**src/rtl/sprite_pkg.sv**
```systemverilog
// Shared constants and types for the Watergirl sprite fetch stage.
package sprite_pkg;

  localparam int unsigned SpriteW    = 32;
  localparam int unsigned SpriteH    = 32;
  localparam int unsigned Frames     = 4;
  localparam int unsigned FrameTicks = 8;
  localparam int unsigned RomLat     = 1;
  localparam logic [3:0]  TranspIdx  = 4'd0;

  typedef logic [3:0] pix_idx_t;

  typedef enum logic {
    StIdle,
    StWalk
  } anim_state_t;

endpackage

```
**src/rtl/sprite_anim_fsm.sv**
```systemverilog
// Walk-animation sequencer: steps the frame every FRAME_TICKS frame_start pulses while moving.
module sprite_anim_fsm
  import sprite_pkg::*;
#(
  parameter int unsigned FRAMES      = Frames,
  parameter int unsigned FRAME_TICKS = FrameTicks,
  localparam int unsigned FrameW     = (FRAMES > 1) ? $clog2(FRAMES) : 1,
  localparam int unsigned TickW      = (FRAME_TICKS > 1) ? $clog2(FRAME_TICKS) : 1
) (
  input  logic              clk_i,
  input  logic              rst_ni,
  input  logic              frame_start_i,
  input  logic              moving_i,
  output logic [FrameW-1:0] anim_frame_o
);

  anim_state_t       state_q;
  logic [TickW-1:0]  tick_q;
  logic [FrameW-1:0] frame_q;

  // moving_i is only looked at on frame_start, so it acts as its own shadow.
  always_ff @(posedge clk_i or negedge rst_ni) begin
    if (!rst_ni) begin
      state_q <= StIdle;
      tick_q  <= '0;
      frame_q <= '0;
    end else if (frame_start_i) begin
      case (state_q)
        StIdle: begin
          tick_q  <= '0;
          frame_q <= '0;
          if (moving_i) state_q <= StWalk;
        end
        StWalk: begin
          if (!moving_i) begin
            state_q <= StIdle;
            tick_q  <= '0;
            frame_q <= '0;
          end else if (tick_q == TickW'(FRAME_TICKS - 1)) begin
            tick_q  <= '0;
            frame_q <= (frame_q == FrameW'(FRAMES - 1)) ? '0 : frame_q + FrameW'(1);
          end else begin
            tick_q <= tick_q + TickW'(1);
          end
        end
        default: state_q <= StIdle;
      endcase
    end
  end

  assign anim_frame_o = frame_q;

endmodule

```
**src/rtl/girl_sprite_fetch.sv**
```systemverilog
// Sprite fetch: shadowed position, box hit test, ROM address generation and
// hit/index alignment to the ROM read latency.
module girl_sprite_fetch
  import sprite_pkg::*;
#(
  parameter int unsigned SPRITE_W    = SpriteW,
  parameter int unsigned SPRITE_H    = SpriteH,
  parameter int unsigned FRAMES      = Frames,
  parameter int unsigned FRAME_TICKS = FrameTicks,
  parameter int unsigned ROM_LAT     = RomLat,
  parameter logic [3:0]  TRANSP_IDX  = TranspIdx,
  parameter int unsigned ADDR_W      = $clog2(FRAMES * SPRITE_W * SPRITE_H),
  localparam int unsigned FrameW     = (FRAMES > 1) ? $clog2(FRAMES) : 1
) (
  input  logic              clk_i,
  input  logic              rst_ni,
  input  logic              frame_start_i,
  input  logic              blank_n_i,
  input  logic [9:0]        draw_x_i,
  input  logic [9:0]        draw_y_i,
  input  logic [9:0]        sprite_x_i,
  input  logic [9:0]        sprite_y_i,
  input  logic              moving_i,
  input  logic              face_left_i,
  output logic [ADDR_W-1:0] rom_addr_o,
  input  pix_idx_t          rom_index_i,
  output pix_idx_t          pix_index_o,
  output logic              pix_hit_o,
  output logic [FrameW-1:0] anim_frame_o
);

  localparam int unsigned ColW = $clog2(SPRITE_W);
  localparam int unsigned RowW = $clog2(SPRITE_H);

  logic [9:0]        sx_q, sy_q;
  logic              face_q;
  logic              hit;
  logic [ColW-1:0]   col, mcol;
  logic [RowW-1:0]   row;
  logic [ADDR_W-1:0] addr_d;
  logic [ROM_LAT:0]  hit_pipe_q;
  logic              hit_d;
  pix_idx_t          pix_index_q;
  logic              pix_hit_q;

  sprite_anim_fsm #(
    .FRAMES      (FRAMES),
    .FRAME_TICKS (FRAME_TICKS)
  ) u_anim (
    .clk_i         (clk_i),
    .rst_ni        (rst_ni),
    .frame_start_i (frame_start_i),
    .moving_i      (moving_i),
    .anim_frame_o  (anim_frame_o)
  );

  always_ff @(posedge clk_i or negedge rst_ni) begin
    if (!rst_ni) begin
      sx_q   <= '0;
      sy_q   <= '0;
      face_q <= 1'b0;
    end else if (frame_start_i) begin
      sx_q   <= sprite_x_i;
      sy_q   <= sprite_y_i;
      face_q <= face_left_i;
    end
  end

  // 11-bit compares so a box hanging off the right/bottom edge clips instead of wrapping.
  always_comb begin
    hit = blank_n_i
        && ({1'b0, draw_x_i} >= {1'b0, sx_q})
        && ({1'b0, draw_x_i} <  ({1'b0, sx_q} + 11'(SPRITE_W)))
        && ({1'b0, draw_y_i} >= {1'b0, sy_q})
        && ({1'b0, draw_y_i} <  ({1'b0, sy_q} + 11'(SPRITE_H)));
    col    = draw_x_i[ColW-1:0] - sx_q[ColW-1:0];
    row    = draw_y_i[RowW-1:0] - sy_q[RowW-1:0];
    mcol   = face_q ? (ColW'(SPRITE_W - 1) - col) : col;
    addr_d = hit ? ADDR_W'({anim_frame_o, row, mcol}) : '0;
  end

  assign hit_d = hit_pipe_q[ROM_LAT];

  always_ff @(posedge clk_i or negedge rst_ni) begin
    if (!rst_ni) begin
      rom_addr_o  <= '0;
      hit_pipe_q  <= '0;
      pix_index_q <= '0;
      pix_hit_q   <= 1'b0;
    end else begin
      rom_addr_o  <= addr_d;
      hit_pipe_q  <= (ROM_LAT + 1)'({hit_pipe_q, hit});
      pix_index_q <= hit_d ? rom_index_i : '0;
      pix_hit_q   <= hit_d && (rom_index_i != TRANSP_IDX);
    end
  end

  assign pix_index_o = pix_index_q;
  assign pix_hit_o   = pix_hit_q;

endmodule
```
**config.mk**
```make
export PLATFORM = sky130hd
export DESIGN_NAME = girl_sprite_fetch
export DESIGN_NICKNAME = d
export VERILOG_FILES = /design/src/rtl/sprite_pkg.sv /design/src/rtl/sprite_anim_fsm.sv /design/src/rtl/girl_sprite_fetch.sv
export SDC_FILE = /design/constraint.sdc
export NUM_CORES = 1
export LEC_CHECK = 0
export CAP_MARGIN = 40
export CORE_ASPECT_RATIO = 1.5
export CORE_MARGIN = 5
export CORE_UTILIZATION = 50
export CTS_CLUSTER_DIAMETER = 80
export CTS_CLUSTER_SIZE = 8
export DETAILED_ROUTE_END_ITERATION = 8
export GPL_TIMING_DRIVEN = 0
export PLACE_DENSITY = 0.89
export SLEW_MARGIN = 20
export SYNTH_ARGS = -nofsm -noshare
export SYNTH_HDL_FRONTEND = slang
export SYNTH_SLANG_ARGS = --single-unit
```
**constraint.sdc**
```tcl
create_clock -name clk_i -period 2.5 [get_ports clk_i]
set_input_delay 0.5 -clock clk_i [delete_from_list [all_inputs] [get_ports clk_i]]
set_output_delay 0.5 -clock clk_i [all_outputs]
set_load 0.02 [all_outputs]
```
==> results.ini <==
[sta]
hold_viol_final = 0
worst_pin_slew_ns = 0.529
post-route-period-util_pct = 94.2
drv_slew = 0
fin_crit_ns = 2.36
setup_violations = 0
rsz0062_at_grt = false
finalClockSkew_ns = 0.0115
setup_tns_ns = 0
maxSlewHeadroom_pct = 64.7
fmax_mhz = 425

[clock_network]
clockBufferDepth = 2
h-tree-depth = 2
cts_buffers = 5
clk_latency_ns = 0.31
path_clk_slew_ns = 0.10
cts.sink_count = 46
root_buffer = clkbuf_8
cts_tree = yes

[placed_design]
port_buffers = 67
dp.cells = 403
gp_congestion = 0.840
dpl.hpwl_mm = 5.06

[synthesis]
netlist_area_um2 = 2760
synth_edf_count = 0
avgSynthCellArea_um2 = 10.4
synth_seq_cells = 46
synth_area_leaders = dfrtp_1 (42%), ha_1 (16%), xnor2_1 (4.1%)
ys_types = 45
yosysWarnings = 0
synthFlopType = dfrtp_1
syn_inst = 265
synthArstFlopShare_pct = 100
netlist.area_leader.share_pct = 41.7
synth_top_cell_by_area = dfrtp_1
seq_area_frac_synth_pct = 41.7
syn_nets = 352

[setup_path]
worstPathMaxFanout = 3
path_class = primary input to register
r2r_setup_slack_ns = 0.16
crit_path_start_kind = primary input
r2r-start = sy_q[5]$_DFFE_PN0P_
ff2ff_path_depth = 9
r2r-end = rom_addr_o[1]$_DFF_PN0_
critPathRequiredTime_ns = 2.68
end_kind = register
cp_data_arrival_time_ns = 2.53

[cells_and_area]
drive_above_1_share_pct = 9.33
syn_to_final_growth_pct = 32.4
layout_commonest_cell = clkdlybuf4s50_1
nFillCells = 421
final_cell_mix = clkdlybuf4s50_1 (66), dfrtp_1 (46), ha_1 (34)
final_cells = 413
antenna_cells = 0
nets = 429

[power]
p_seq_share_pct = 43.6
power_leakage_nw = 1.64
swShare_pct = 32.1
finalPower_mw = 1.87
p_comb_share_pct = 30.8
clkPwrFrac_pct = 25.7
power.internal_mw = 1.27
switching_power_mw = 0.599
vdd_drop_max_v = 0.000305
power_per_cell_area_nw_per_um2 = 511

[global_route]
grt_pass1_vias = 2347
grt_max_degree = 34
grt_pass1_wl_mm = 10.2
grt_util_all_layers_pct = 18.3
antenna_found_initial = 0
gr-total-overflow = 0

[die]
die_w_um = 70.7
die-area_um2 = 7140
initial_core_util_pct = 51.1
num_rows = 33
ios = 69
core_um2 = 5410
die_h_um = 101

[run_status]
status = finished clean

[route]
firstDrtPassIters = 4
wl_mm = 6.24
drt_iter0_drc = 104
vias = 2187
antenna_left = 0
wl_per_cell_um = 15.1
viasPerCell = 5.30
drc_errors = 0

[job]
max_cap_violations = 0

[min_path]
hp-class = primary input to asynchronous set/reset pin

==> how the worst max path moves through the flow <==
stage                          endpoint        start
4_1_cts         rom_addr_o[1]$_DFF_PN0_  draw_y_i[0]
3_5_place_dp    rom_addr_o[1]$_DFF_PN0_  draw_y_i[0]
5_1_grt         rom_addr_o[6]$_DFF_PN0_  draw_x_i[0]
2_1_floorplan  rom_addr_o[10]$_DFF_PN0_  draw_y_i[0]
3_3_place_gp    rom_addr_o[1]$_DFF_PN0_  draw_y_i[0]
6_report        rom_addr_o[6]$_DFF_PN0_  draw_y_i[0]
==> synth_stat cells (3+ instances only) <==
master and number:
and2_1 4, a21o_1 6, nand2b_1 4, inv_1 26, o21ai_1 21, nor3_2 8, nand4_1 4, nor2_1 5
xor2_1 4, a21oi_1 10, nor3b_1 3, ha_1 35, xnor2_1 13, o21a_1 5, nand3_1 5, a31oi_1 3
mux2_1 4, dfrtp_1 46, clkbuf_1 6, nand2_1 23
==> logic make-up (layout without fill, tap and decap cells) <==
family | count (synthesis) | count (layout) | share of synthesized area [%]
AOI/OAI and AO/OA | 63 | 63 | 15.5
and+or+nand+nor | 63 | 63 | 13.5
xor gates and xnor gates | 17 | 17 | 5.39
muxes | 4 | 4 | 1.63
buffers and inverters | 35 | 113 | 5.07
DFF | 46 | 46 | 41.7
adders and majority gates | 37 | 37 | 17.3
==> stage by stage <==
step                      util (%)  hold WS [ns]  worst slack, ns  cell area (um^2)
after floorplan                  -         0.204            0.319              2760
after global placement        65.1         0.335           -0.284              3520
after detailed placement      65.3         0.341           -0.375              3530
after CTS                     67.2        0.0904           0.0242              3630
after global routing          67.6         0.108          0.00725              3650
final                         67.6        0.0878            0.145              3650
==> layout make-up <==
class / instances / area [um^2] / share of cell area [%]
tap: 70 / 87.6 / 2.40
clock buffer: 5 / 68.8 / 1.88
sequential: 46 / 1150 / 31.5
timing repair buffer: 70 / 704 / 19.3
multi-input combinational: 184 / 1480 / 40.5
buffer: 8 / 38.8 / 1.06
clock inverter: 3 / 23.8 / 0.650
inverter: 27 / 101 / 2.77
==> flip-flops by register name, indices dropped and copies added, names as in the netlist, 2 cells and up <==
| name | flops |
|---|---|
| pix_index_o | 4 |
| hit_pipe_q | 2 |
| sy_q | 10 |
| sx_q | 10 |
| rom_addr_o | 12 |
| u_anim.tick_q | 3 |
| u_anim.anim_frame_o | 2 |
==> per-layer routing <==
layer | vias up | track usage [%] | part of all wire [%]
met5 | - | 0 | 0
met4 | 0 | 9.12 | 3.4
met3 | 17 | 3.79 | 5.1
met2 | 64 | 34.5 | 54
met1 | 1029 | 18.8 | 38
li1 | 1077 | - | -
==> power groups by stage <==
| stage | logic, mW | registers (mW) | clock network, mW |
|---|---|---|---|
| after detailed placement | 0.564 | 0.829 | 0 |
| final | 0.574 | 0.813 | 0.479 |
| after global routing | 0.632 | 0.820 | 0.511 |
| after CTS | 0.569 | 0.814 | 0.486 |
| after floorplan | 0.351 | 0.834 | 0 |
| after global placement | 0.539 | 0.826 | 0 |
==> repair_timing <==
action                                  CTS  global route
pin swaps                                 1             1
cloned                                    0             1
hold buffers                              0             0
gates resized for setup                   0             6
buffers inserted                          1             0
endpoints found under the setup margin   10            13
==> worst max-delay path: stages <==
cell,delay (ns)
clkdlybuf4s50_1,0.41
inv_1,0.06
ha_2,0.18
inv_1,0.06
fa_2,0.35
a21o_1,0.18
a21oi_2,0.17
a31oi_1,0.11
o2111ai_2,0.27
buf_4,0.18
nor3b_1,0.04
(Power assumes the default switching activity.)
